`src/rtl/mem_port_arbiter_pkg.sv`:
```
// Shared types and defaults for the two-requester memory port arbiter.
package mem_port_arbiter_pkg;

  localparam int unsigned DefDataW = 256;
  localparam int unsigned DefAddrW = 32;
  localparam int unsigned WdogW    = 8;

  typedef enum logic [1:0] {
    StIdle    = 2'd0,
    StGrant0  = 2'd1,
    StGrant1  = 2'd2,
    StRelease = 2'd3
  } arb_state_e;

endpackage

```
`src/rtl/mem_port_arbiter_if.sv`:
```
// One memory-side link: request (enable/write/addr/wdata) towards memory, ack/rdata back.
interface mem_port_arbiter_if #(
  parameter int unsigned DATA_W = mem_port_arbiter_pkg::DefDataW,
  parameter int unsigned ADDR_W = mem_port_arbiter_pkg::DefAddrW
);
  logic              enable;
  logic              write;
  logic [ADDR_W-1:0] addr;
  logic [DATA_W-1:0] wdata;
  logic [DATA_W-1:0] rdata;
  logic              ack;

  // master issues requests; slave is the side that answers them
  modport master (output enable, write, addr, wdata, input ack, rdata);
  modport slave  (input enable, write, addr, wdata, output ack, rdata);
endinterface

```
`src/rtl/mem_port_rr_pick.sv`:
```
// Combinational 2-way round-robin picker: on a tie the requester that was not last served wins.
module mem_port_rr_pick (
  input  logic [1:0] req_i,
  input  logic       last_i,
  output logic [1:0] gnt_o
);
  always_comb begin
    gnt_o = req_i;
    if (req_i == 2'b11) begin
      gnt_o = last_i ? 2'b01 : 2'b10;
    end
  end
endmodule

```
`src/rtl/mem_port_arbiter.sv`:
```
// Shares the line-wide data memory port between icache (m0) and dcache (m1).
// Grant is held until ack, abort or watchdog timeout; a one-cycle release gap always follows.
module mem_port_arbiter
  import mem_port_arbiter_pkg::*;
#(
  parameter int unsigned DATA_W         = DefDataW,
  parameter int unsigned ADDR_W         = DefAddrW,
  parameter int unsigned TIMEOUT_CYCLES = 64
) (
  input  logic               clk_i,
  input  logic               rst_i,
  mem_port_arbiter_if.slave  m0,
  mem_port_arbiter_if.slave  m1,
  mem_port_arbiter_if.master mem,
  output logic               err_o,
  output logic [1:0]         grant_o
);

  localparam logic [WdogW-1:0] WdogLast = WdogW'(TIMEOUT_CYCLES - 1);

  arb_state_e        state_q, state_d;
  logic              last_q, last_d;
  logic [WdogW-1:0]  wdog_q, wdog_d;
  logic              err_q, err_d;
  logic [1:0]        pick;
  logic              cur_en;
  logic [ADDR_W-1:0] addr_mux;
  logic [DATA_W-1:0] data_mux;

  mem_port_rr_pick u_rr_pick (
    .req_i  ({m1.enable, m0.enable}),
    .last_i (last_q),
    .gnt_o  (pick)
  );

  assign cur_en = (state_q == StGrant1) ? m1.enable : m0.enable;

  always_comb begin
    state_d = state_q;
    last_d  = last_q;
    wdog_d  = wdog_q;
    err_d   = err_q;
    unique case (state_q)
      StIdle: begin
        wdog_d = '0;
        if (pick[0]) begin
          state_d = StGrant0;
        end else if (pick[1]) begin
          state_d = StGrant1;
        end
      end
      StGrant0, StGrant1: begin
        // ack beats both abort and timeout when they coincide
        if (mem.ack || !cur_en || (wdog_q == WdogLast)) begin
          state_d = StRelease;
          last_d  = (state_q == StGrant1);
          wdog_d  = '0;
          if (!mem.ack && cur_en) begin
            err_d = 1'b1;
          end
        end else begin
          wdog_d = wdog_q + 1'b1;
        end
      end
      StRelease: state_d = StIdle;
      default:   state_d = StIdle;
    endcase
  end

  always_comb begin
    mem.enable = 1'b0;
    mem.write  = 1'b0;
    addr_mux   = '0;
    data_mux   = '0;
    m0.ack     = 1'b0;
    m1.ack     = 1'b0;
    grant_o    = 2'b00;
    unique case (state_q)
      StGrant0: begin
        mem.enable = m0.enable;
        mem.write  = m0.write;
        addr_mux   = m0.addr;
        data_mux   = m0.wdata;
        m0.ack     = mem.ack;
        grant_o    = 2'b01;
      end
      StGrant1: begin
        mem.enable = m1.enable;
        mem.write  = m1.write;
        addr_mux   = m1.addr;
        data_mux   = m1.wdata;
        m1.ack     = mem.ack;
        grant_o    = 2'b10;
      end
      default: ;
    endcase
  end

  assign mem.addr  = addr_mux;
  assign mem.wdata = data_mux;
  assign m0.rdata  = mem.rdata;
  assign m1.rdata  = mem.rdata;
  assign err_o     = err_q;

  always_ff @(posedge clk_i) begin
    if (rst_i) begin
      state_q <= StIdle;
      last_q  <= 1'b1;
      wdog_q  <= '0;
      err_q   <= 1'b0;
    end else begin
      state_q <= state_d;
      last_q  <= last_d;
      wdog_q  <= wdog_d;
      err_q   <= err_d;
    end
  end

endmodule

```
`src/flat_wrapper.sv`:
```
// flat-port wrapper written by rule: the top's interface ports become plain ports
module mem_port_arbiter_flat import mem_port_arbiter_pkg::*;
#(
  parameter int unsigned DATA_W         = DefDataW,
  parameter int unsigned ADDR_W         = DefAddrW,
  parameter int unsigned TIMEOUT_CYCLES = 64
)
  (clk_i, rst_i, err_o, grant_o, m0_enable, m0_write, m0_addr, m0_wdata, m0_ack, m0_rdata, m1_enable, m1_write, m1_addr, m1_wdata, m1_ack, m1_rdata, mem_enable, mem_write, mem_addr, mem_wdata, mem_ack, mem_rdata);
  mem_port_arbiter_if #(.DATA_W(DATA_W), .ADDR_W(ADDR_W)) m0_i ();
  mem_port_arbiter_if #(.DATA_W(DATA_W), .ADDR_W(ADDR_W)) m1_i ();
  mem_port_arbiter_if #(.DATA_W(DATA_W), .ADDR_W(ADDR_W)) mem_i ();
  input  logic clk_i;
  input  logic rst_i;
  output logic err_o;
  output logic [1:0] grant_o;
  input wire logic [$bits(m0_i.enable)-1:0] m0_enable;
  input wire logic [$bits(m0_i.write)-1:0] m0_write;
  input wire logic [$bits(m0_i.addr)-1:0] m0_addr;
  input wire logic [$bits(m0_i.wdata)-1:0] m0_wdata;
  output wire logic [$bits(m0_i.ack)-1:0] m0_ack;
  output wire logic [$bits(m0_i.rdata)-1:0] m0_rdata;
  input wire logic [$bits(m1_i.enable)-1:0] m1_enable;
  input wire logic [$bits(m1_i.write)-1:0] m1_write;
  input wire logic [$bits(m1_i.addr)-1:0] m1_addr;
  input wire logic [$bits(m1_i.wdata)-1:0] m1_wdata;
  output wire logic [$bits(m1_i.ack)-1:0] m1_ack;
  output wire logic [$bits(m1_i.rdata)-1:0] m1_rdata;
  output wire logic [$bits(mem_i.enable)-1:0] mem_enable;
  output wire logic [$bits(mem_i.write)-1:0] mem_write;
  output wire logic [$bits(mem_i.addr)-1:0] mem_addr;
  output wire logic [$bits(mem_i.wdata)-1:0] mem_wdata;
  input wire logic [$bits(mem_i.ack)-1:0] mem_ack;
  input wire logic [$bits(mem_i.rdata)-1:0] mem_rdata;
  assign m0_i.enable = m0_enable;
  assign m0_i.write = m0_write;
  assign m0_i.addr = m0_addr;
  assign m0_i.wdata = m0_wdata;
  assign m0_ack = m0_i.ack;
  assign m0_rdata = m0_i.rdata;
  assign m1_i.enable = m1_enable;
  assign m1_i.write = m1_write;
  assign m1_i.addr = m1_addr;
  assign m1_i.wdata = m1_wdata;
  assign m1_ack = m1_i.ack;
  assign m1_rdata = m1_i.rdata;
  assign mem_enable = mem_i.enable;
  assign mem_write = mem_i.write;
  assign mem_addr = mem_i.addr;
  assign mem_wdata = mem_i.wdata;
  assign mem_i.ack = mem_ack;
  assign mem_i.rdata = mem_rdata;
  mem_port_arbiter #(.DATA_W(DATA_W), .ADDR_W(ADDR_W), .TIMEOUT_CYCLES(TIMEOUT_CYCLES)) u_core (.clk_i(clk_i), .rst_i(rst_i), .m0(m0_i), .m1(m1_i), .mem(mem_i), .err_o(err_o), .grant_o(grant_o));
endmodule
```
`config.mk`:
```
export PLATFORM = sky130hd
export DESIGN_NAME = mem_port_arbiter_flat
export DESIGN_NICKNAME = d
export VERILOG_FILES = /design/src/rtl/mem_port_arbiter_pkg.sv /design/src/rtl/mem_port_arbiter_if.sv /design/src/rtl/mem_port_rr_pick.sv /design/src/rtl/mem_port_arbiter.sv /design/src/flat_wrapper.sv
export SDC_FILE = /design/constraint.sdc
export NUM_CORES = 1
export LEC_CHECK = 0
export ABC_AREA = 1
export BUFFER_PORTS_ARGS = -buffer_cell sky130_fd_sc_hd__buf_2
export CORE_AREA = 3 3 641 643
export DETAILED_ROUTE_END_ITERATION = 10
export DIE_AREA = 0 0 644 646
export PLACE_DENSITY = 0.3
export SYNTH_ARGS = -nofsm -noshare
export SYNTH_HDL_FRONTEND = slang
export SYNTH_HIERARCHICAL = 1
export SYNTH_SLANG_ARGS = --single-unit
```
`constraint.sdc`:
```
create_clock -name clk_i -period 2.2 [get_ports clk_i]
set_input_delay 0.44 -clock clk_i [delete_from_list [all_inputs] [get_ports clk_i]]
set_output_delay 0.44 -clock clk_i [all_outputs]
set_load 0.01 [all_outputs]
```
==> results of run 1 <==
-- cell type report --
type	instances	area, µm²	area share (%)
antenna	155	388	1.47
clock buffer	4	88.8	0.337
inverter	14	81.3	0.308
multi-input combinational	937	7890	29.9
sequential	12	245	0.930
tap	5428	6790	25.8
timing repair buffer	1123	10900	41.3
-- per-layer routing --
layer | vias up | share of wire (%)
li1 | 5668 | -
met1 | 6783 | 24
met2 | 2129 | 45
met3 | 637 | 25
met4 | 104 | 4.9
met5 | - | 0.57
-- timing repair --
item,in CTS,in global routing
pin swaps,79,199
setup endpoints to repair,289,295
cloned,31,13
resized for setup,562,743
buffers inserted,62,58
-- Yosys cell counts --
library cell / n
a21oi_1: 295
a21oi_2: 1
buf_1: 9
buf_2: 45
buf_4: 523
clkbuf_1: 31
dfxtp_1: 12
ha_1: 6
inv_1: 14
mux2i_1: 1
nand2_1: 602
nand2_2: 1
nand3_1: 4
nand3_2: 1
nand4_1: 2
nor2_1: 15
o211ai_1: 1
o21ai_0: 1
xnor2_1: 1
xor2_1: 6
-- power by group through the flow --
stage          clock, mW  combinational (mW)  sequential, mW
2_1_floorplan          0                6.61           0.286
3_3_place_gp           0                21.4           0.285
3_5_place_dp           0                21.2           0.280
4_1_cts            0.377                29.1           0.294
5_1_grt            0.393                35.8           0.300
6_report           0.374                33.9           0.294
-- kinds of logic (layout without fill, tap and decap cells) --
group	Yosys count	after routing	share of synthesized area, %
multiplexers	1	1	0.116
flip-flops	12	12	2.79
AND/OR/NAND/NOR	625	625	27.5
buffers and inverters	622	1141	50.6
AO/OA/AOI/OAI	298	298	17.4
XOR/XNOR	7	7	0.713
adder cells (fa/ha/maj)	6	6	0.873
other	0	155	0
-- final timing paths --
kind / startpoint / to / cells after the start
max: u_core/state_q[0] / mem_wdata[142] / 11
min: rst_i / u_core/err_o / 2
max reg2reg: u_core/state_q[1] / u_core/wdog_q[6] / 13
min reg2reg: u_core/err_o / u_core/err_o / 2
-- critical path, cell delays in order, from the launching register on --
cell and delay, ns:
dfxtp_4 0.35, buf_6 0.12, ha_4 0.18, buf_12 0.14, buf_12 0.13, buf_16 0.14, buf_16 0.16, buf_12 0.15
buf_12 0.13, nand2_2 0.07, a21oi_1 0.06, buf_2 0.15
-- sequential cells by signal (all words and copies together), names as in the netlist --
register and flops:
u_core/err_o 1, u_core/last_q 1, u_core/state_q 2, u_core/wdog_q 8
==> results.json, run 1 <==
{
  "status": "finished, violations left",
  "failed_checks": "setup timing",
  "final_nets": 2936,
  "final_antenna_net_count": 0,
  "slew_violations": 0,
  "vias": 15300,
  "met2_usage_pct": 24.5,
  "place.gp.congestion": 1.00,
  "crit_path_end_kind": "output port",
  "final_hold_viol_count": 0,
  "worstPathRequired_ns": 1.76,
  "cts_tree": "yes",
  "ys_types": 20,
  "die_width_um": 644,
  "synth_nets": 2416,
  "rows": 234,
  "initial_utilization_pct": 2.12,
  "grt_usage_pct": 15.5,
  "rsz0062_at_grt": "yes",
  "synthesis.instances": 1571,
  "drv_cap": 0,
  "cts_sinks": 12,
  "fin_util_pct": 6.50,
  "crit_path_max_fanout": 6,
  "start_kind": "flop",
  "min_period_ns": 2.49,
  "dieHeight_um": 646,
  "drt_iter0_drc": 977,
  "tightestPinTransition_ns": 0.465,
  "ys_ff_latch": 12,
  "finClkSkew_ns": 0.00295,
  "synth.top_cell.area_share_pct": 45.6,
  "finalSetupTns_ns": -48.24,
  "layout_common_cells": "buf_2, nand2_1, buf_12",
  "wl_per_cell_um": 44.6,
  "fmax_mhz": 402,
  "dieArea_um2": 416000,
  "areaGrowthSynthToFinish_pct": 206,
  "yosys_warnings": 6,
  "p_sw_mw": 20.4,
  "synth.largest_area_cell": "buf_4",
  "worst_slack_ns": -0.286,
  "final_common_cell": "buf_2",
  "critPathKind": "reg2out",
  "p_clk_share_pct": 1.1,
  "grtUsageMet3_pct": 18.2,
  "io_buffers": 877,
  "synth.area.top_cells": "buf_4, nand2_1, a21oi_1",
  "p_leak_nw": 8.73,
  "power_mw": 34.5,
  "fin_crit_sh_pct": 113,
  "drive_above_1_share_pct": 81.0,
  "dp_slack_ns": -0.559,
  "p_seq_share_pct": 0.9,
  "clk_pin_slew_ns": 0.05,
  "hpwl_mm": 315,
  "cts_root_buffer": "clkbuf_16",
  "swShare_pct": 59.2,
  "hold_class": "in2reg",
  "grt_pass1_wl_mm": 368,
  "p_per_area_nw_per_um2": 1310,
  "top_usage_layer": "met2",
  "grt_max_degree": 41,
  "numCtsBuffers": 3,
  "cp_data_arrival_time_ns": 2.05,
  "hold_ws_ns": 0.453,
  "setup_viol_count_final": 288,
  "slew_headroom_pct": 69.0,
  "core_region_area_um2": 406000,
  "first_pass_iters": 5,
  "fill_cells": 48100,
  "placed_cells": 7371,
  "final_area_um2": 26400,
  "power.share.combinational_pct": 98.1,
  "worstSkewPairLatency_ns": 0.24,
  "routed_via_density": 2.00,
  "instances_no_fill": 7673,
  "wl_mm": 342,
  "avgSynthCellArea_um2": 5.48,
  "drc_errors": 0,
  "place_area_um2": 18600,
  "clockBufferDepth": 2,
  "grt_pass1_vias": 14100,
  "grt-ovfl-total": 0,
  "num_io_pins": 1646,
  "grt_use_met1_pct": 10.9,
  "synth.cell_area_um2": 8600,
  "peakVddDrop_v": 0.00198,
  "htree_levels": 1,
  "antenna_found_initial": 242,
  "cts_hold_buffers": 0,
  "intPower_mw": 14.1,
  "r2r_slack_ns": 0.05,
  "ys_seq_area_share_pct": 2.79
}
Note: power is estimated with default switching activity, not from simulation.
==> run 2, diff against run 1 <==
CTS_BUF_LIST = sky130_fd_sc_hd__clkbuf_8   (was not set)
==> run 2 against run 1 <==
Net effect: the flow still finishes with violations (setup timing); worst hold slack worse by 0.0076 ns; wire length about the same; register-to-register slack better by 0.15 ns; sequential share of layout area up 0.080 points; via count down 1.6%; die area unchanged; critical path type unchanged; critical endpoint is now mem_wdata[179]; highest routed layer unchanged.
==> results.json, run 2 (synthesized netlist as in run 1, its figures left out) <==
{
  "dp_slack_ns": -0.559,
  "crit_path_max_fanout": 7,
  "status": "finished, violations left",
  "regArea_um2": 245,
  "final_antenna_net_count": 0,
  "critPathKind": "reg2out",
  "multi_input_area_um2": 6660,
  "die_width_um": 644,
  "start_kind": "flop",
  "core_region_area_um2": 406000,
  "cts_root_buffer": "clkbuf_8",
  "grt_max_degree": 41,
  "vias": 15100,
  "drc_errors": 0,
  "peakVddDrop_v": 0.00131,
  "p_per_area_nw_per_um2": 1290,
  "grt_pass1_wl_mm": 365,
  "grt_pass1_vias": 13800,
  "worstSkewPairLatency_ns": 0.24,
  "min_period_ns": 2.48,
  "final_common_cell": "buf_2",
  "first_pass_iters": 6,
  "tightestPinTransition_ns": 0.489,
  "rr_startpoint": "u_core/state_q[0]",
  "min_to": "u_core/state_q[0]",
  "hp-start": "rst_i",
  "routed_via_density": 1.97,
  "largest_register_ffs": 8,
  "finClkSkew_ns": 0.00176,
  "grt-ovfl-total": 0,
  "failed_checks": "setup timing",
  "cts_tree": "yes",
  "slew_headroom_pct": 67.3,
  "num_io_pins": 1646,
  "reg2reg_to": "u_core/wdog_q[6]",
  "slew_violations": 0,
  "setup_viol_count_final": 290,
  "areaGrowthSynthToFinish_pct": 182,
  "clockBufferDepth": 2,
  "fill_cells": 48300,
  "drive_above_1_share_pct": 73.6,
  "holdPathStages": 2,
  "cts_hold_buffers": 0,
  "layout_common_cells": "buf_2, nand2_1, buf_12",
  "crit_path_end_kind": "output port",
  "wl_per_cell_um": 44.8,
  "top_register": "u_core/wdog_q",
  "rows": 234,
  "antenna_found_initial": 240,
  "initial_utilization_pct": 2.12,
  "clk_pin_slew_ns": 0.06,
  "cp_data_arrival_time_ns": 2.04,
  "cts_sinks": 12,
  "drt_iter0_drc": 1047,
  "largestRegisters": "u_core/wdog_q x8, u_core/state_q x2",
  "r2r_cells": 12,
  "wl_mm": 342,
  "place.gp.congestion": 1.00,
  "final_nets": 2904,
  "power_mw": 31.4,
  "numCtsBuffers": 3,
  "rsz0062_at_grt": "yes",
  "htree_levels": 1,
  "drv_cap": 0,
  "worstPathRequired_ns": 1.76,
  "hpwl_mm": 315,
  "final_hold_viol_count": 0,
  "dieHeight_um": 646,
  "io_buffers": 877,
  "worst_slack_ns": -0.281,
  "grt_usage_pct": 15.4,
  "p_leak_nw": 8.01,
  "hold_class": "in2reg",
  "fmax_mhz": 403,
  "fin_crit_sh_pct": 113,
  "dieArea_um2": 416000,
  "r2r_slack_ns": 0.20
}
## run 2: worst max-delay path, stage by stage (launching register included)
cell	delay (ns)
dfxtp_4	0.37
buf_6	0.10
ha_4	0.22
buf_12	0.18
buf_16	0.16
buf_16	0.17
clkbuf_16	0.20
nand2_1	0.07
a21oi_2	0.13
buf_6	0.15
## run 2: worst max-delay path by stage
stage | start | endpoint | cells past startpoint
global placement | u_core/state_q[0] | mem_addr[12] | 6
detailed placement | u_core/state_q[0] | mem_wdata[230] | 6
finish | u_core/state_q[0] | mem_wdata[179] | 9
floorplan | u_core/state_q[0] | mem_wdata[175] | 6
CTS | u_core/state_q[0] | mem_addr[19] | 7
global route | u_core/state_q[0] | mem_wdata[35] | 8
## run 2: timing repair
item,4_1_cts,5_1_grt
gates resized for setup,362,539
setup buffers,39,39
gates cloned,20,24
pin swaps,49,113
endpoints found under the setup margin,289,291
## run 2: final cells by class
class,instances,share of cell area [%]
Antenna cell,155,1.60
Tap cell,5428,28.0
Clock buffer,4,0.227
Sequential cell,12,1.01
Multi-Input combinational cell,937,27.4
Inverter,14,0.294
Timing Repair Buffer,1091,41.4
## run 2: stage by stage
step / hold slack, ns / instance area, µm² / cells / setup TNS (ns) / util [%]
6_report: 0.445 / 24300 / 7641 / -47.22 / 5.98
5_1_grt: 0.439 / 24100 / 7588 / -69.09 / 5.95
4_1_cts: 0.447 / 21000 / 7433 / -68.13 / 5.17
3_5_place_dp: 0.451 / 18600 / 7371 / -23.00 / 4.58
3_3_place_gp: 0.474 / 18600 / 7371 / -33.03 / 4.58
2_1_floorplan: 0.466 / 8600 / 1571 / 0 / -
## run 2: routing by layer
layer / wire length [µm] / GRT usage, % / vias up
li1: - / - / 5598
met1: 82600 / 10.6 / 6537
met5: 1540 / 1.85 / -
met3: 86500 / 18.4 / 637
met2: 156000 / 24.4 / 2209
met4: 15400 / 6.63 / 94
## run 2: report_power, final
| group | internal, mW | total (mW) | switching (mW) | leakage, nW |
|---|---|---|---|---|
| Clock | 0.158 | 0.245 | 0.0866 | 0.0297 |
| Combinational | 11.8 | 30.9 | 19.1 | 7.89 |
| Sequential | 0.261 | 0.293 | 0.0324 | 0.0984 |
| Total | 12.2 | 31.4 | 19.2 | 8.01 |
==> run 3, diff against run 2 <==
CTS_BUF_LIST = sky130_fd_sc_hd__clkbuf_4   (was sky130_fd_sc_hd__clkbuf_8)
clock period = 2.5 ns   (was 2.2 ns; I/O delays follow)
==> run 3 against run 2 <==
Net effect: the run still ends with setup timing left; worst hold slack got worse by 0.0032 ns; non-clock buffer count is 47 lower; via count rose by 0.17%; critical path depth stayed put; core utilization increased by 0.094 points; clock skew up 0.015 ns; power decreased by 6.6%; register-to-register slack better by 0.33 ns; sequential share of layout area barely moved; critical endpoint is now mem_wdata[11].
==> results.json, run 3 (synthesized netlist as in run 1, its figures left out) <==
{
  "cp_cell_sequence": "inv_2, buf_6, ha_4, inv_16, buf_12, buf_16, clkbuf_16, a21oi_4, buf_6",
  "crit_path_end_kind": "output port",
  "drc_errors": 0,
  "wl_mm": 337,
  "fmax_mhz": 382,
  "num_io_pins": 1646,
  "r2r_cells": 11,
  "place.gp.congestion": 0.977,
  "routed_via_density": 1.97,
  "grt_max_degree": 42,
  "fin_util_pct": 6.07,
  "finalSetupTns_ns": -4.25,
  "worst_slack_ns": -0.119,
  "p_per_area_nw_per_um2": 1190,
  "cp-startpoint": "u_core/state_q[0]",
  "final_common_cell": "buf_2",
  "cp.depth": 9,
  "cts_sinks": 12,
  "initial_utilization_pct": 2.12,
  "largestRegisters": "u_core/wdog_q x8, u_core/state_q x2",
  "cp_data_arrival_time_ns": 2.12,
  "failed_checks": "setup timing",
  "grt_pass1_vias": 13500,
  "rr_startpoint": "u_core/state_q[0]",
  "areaGrowthSynthToFinish_pct": 187,
  "rows": 234,
  "vias": 15100,
  "top_register": "u_core/wdog_q",
  "numCtsBuffers": 3,
  "io_buffers": 877,
  "worstSetupEndpoint": "mem_wdata[11]",
  "slew_headroom_pct": 71.2,
  "drv_cap": 0,
  "cts_hold_buffers": 0,
  "slew_violations": 0,
  "largest_register_ffs": 8,
  "hold_class": "in2reg",
  "cpLargestDelayFamily": "buffers and inverters",
  "p_leak_nw": 7.56,
  "reg2reg_to": "u_core/wdog_q[7]",
  "final_hold_viol_count": 0,
  "core_region_area_um2": 406000,
  "worstPathRequired_ns": 2.00,
  "finClkSkew_ns": 0.0164,
  "final_nets": 2857,
  "crit_path_max_incr_delay_ns": 0.36,
  "fin_crit_sh_pct": 105,
  "peakVddDrop_v": 0.000620,
  "placed_cells": 7328,
  "critPathBufInv": 7,
  "antenna_found_initial": 249,
  "first_pass_iters": 5,
  "worstSkewPairLatency_ns": 0.29,
  "crit_path_max_fanout": 9,
  "htree_levels": 1,
  "critPathKind": "reg2out",
  "r2r_slack_ns": 0.53,
  "status": "finished, violations left",
  "layout_common_cells": "buf_2, nand2_1, a21oi_4",
  "clk_pin_slew_ns": 0.10,
  "final_antenna_net_count": 0,
  "die_width_um": 644,
  "fill_cells": 48200,
  "drive_above_1_share_pct": 73.3,
  "drt_iter0_drc": 933,
  "grt-ovfl-total": 0,
  "grt_pass1_wl_mm": 362,
  "setup_viol_count_final": 117,
  "cts_tree": "yes",
  "crit_top_cell": "buf_6",
  "cp_slowest_cell": "dfxtp_2",
  "cts_root_buffer": "clkbuf_4",
  "rsz0062_at_grt": "yes",
  "wl_per_cell_um": 44.1,
  "dieArea_um2": 416000,
  "grt_usage_pct": 15.2,
  "tightestPinTransition_ns": 0.432,
  "min_period_ns": 2.62,
  "start_kind": "flop",
  "clockBufferDepth": 2,
  "hpwl_mm": 309,
  "instances_no_fill": 7652,
  "dieHeight_um": 646
}
-- run 3: cell count changes in the layout (fill, tap and decap cells not counted), sizes merged --
cell / before / now
bufbuf: 3 / 1
diode: 155 / 213
clkbuf: 23 / 26
clkinv: 0 / 1
buf: 1069 / 1020
-- run 3: final cells by class --
cell class | count | area [µm²] | share of cell area [%]
repair buffers | 1044 | 10100 | 40.9
multi-input cells | 937 | 6910 | 28.0
well taps | 5428 | 6790 | 27.6
diodes | 213 | 533 | 2.16
flip-flops and latches | 12 | 245 | 0.995
inverters | 14 | 71.3 | 0.289
clock buffers | 3 | 22.5 | 0.0914
clock inverters | 1 | 3.75 | 0.0152
-- run 3: per-layer routing --
metal  vias to the layer above  global-route usage, %  share of wire, %
li1                       5562                      -                 -
met1                      6609                   10.9                25
met2                      2162                   24.1                46
met3                       674                   17.7                25
met4                        94                   6.94               4.7
met5                         -                   1.13              0.34
-- run 3: worst register-to-register path: stages (launching register included) --
cell and delay (ns):
dfxtp_2 0.35, inv_2 0.07, buf_6 0.09, ha_4 0.21
buf_6 0.17, buf_16 0.17, nand2_1 0.11, a21oi_2 0.22
nand3_2 0.13, nand2_1 0.09, nand2_2 0.13, nor2_1 0.15
-- run 3: repair_timing --
action	4_1_cts	5_1_grt
pin swaps	38	75
endpoints found under the setup margin	283	281
buffers inserted	42	13
cloned	37	25
gates resized for setup	628	406
-- run 3: worst min path at each step --
stage / startpoint / to / slack, ns / cells after the start
2_1_floorplan: u_core/state_q[1] / u_core/state_q[1] / 0.47 / 2
3_3_place_gp: u_core/err_o / u_core/err_o / 0.44 / 2
3_5_place_dp: u_core/err_o / u_core/err_o / 0.44 / 2
4_1_cts: rst_i / u_core/state_q[0] / 0.44 / 2
5_1_grt: rst_i / u_core/state_q[0] / 0.44 / 2
6_report: rst_i / u_core/state_q[0] / 0.44 / 2
-- run 3: power by group --
group | internal, mW | leakage (nW) | switching, mW
Clock | 0.0579 | 0.0167 | 0.0769
Combinational | 11.7 | 7.45 | 17.3
Sequential | 0.229 | 0.0984 | 0.0283
Total | 12.0 | 7.56 | 17.4
-- run 3: per-stage QoR --
stage	area (µm²)	hold slack, ns	worst slack [ns]	power [mW]
after floorplan	8600	0.466	0.566	6.07
after global placement	17800	0.441	-0.478	17.6
after detailed placement	17800	0.443	-0.394	17.4
after CTS	21700	0.444	-0.144	25.8
after global routing	24500	0.442	-0.175	30.9
final	24600	0.442	-0.119	29.3
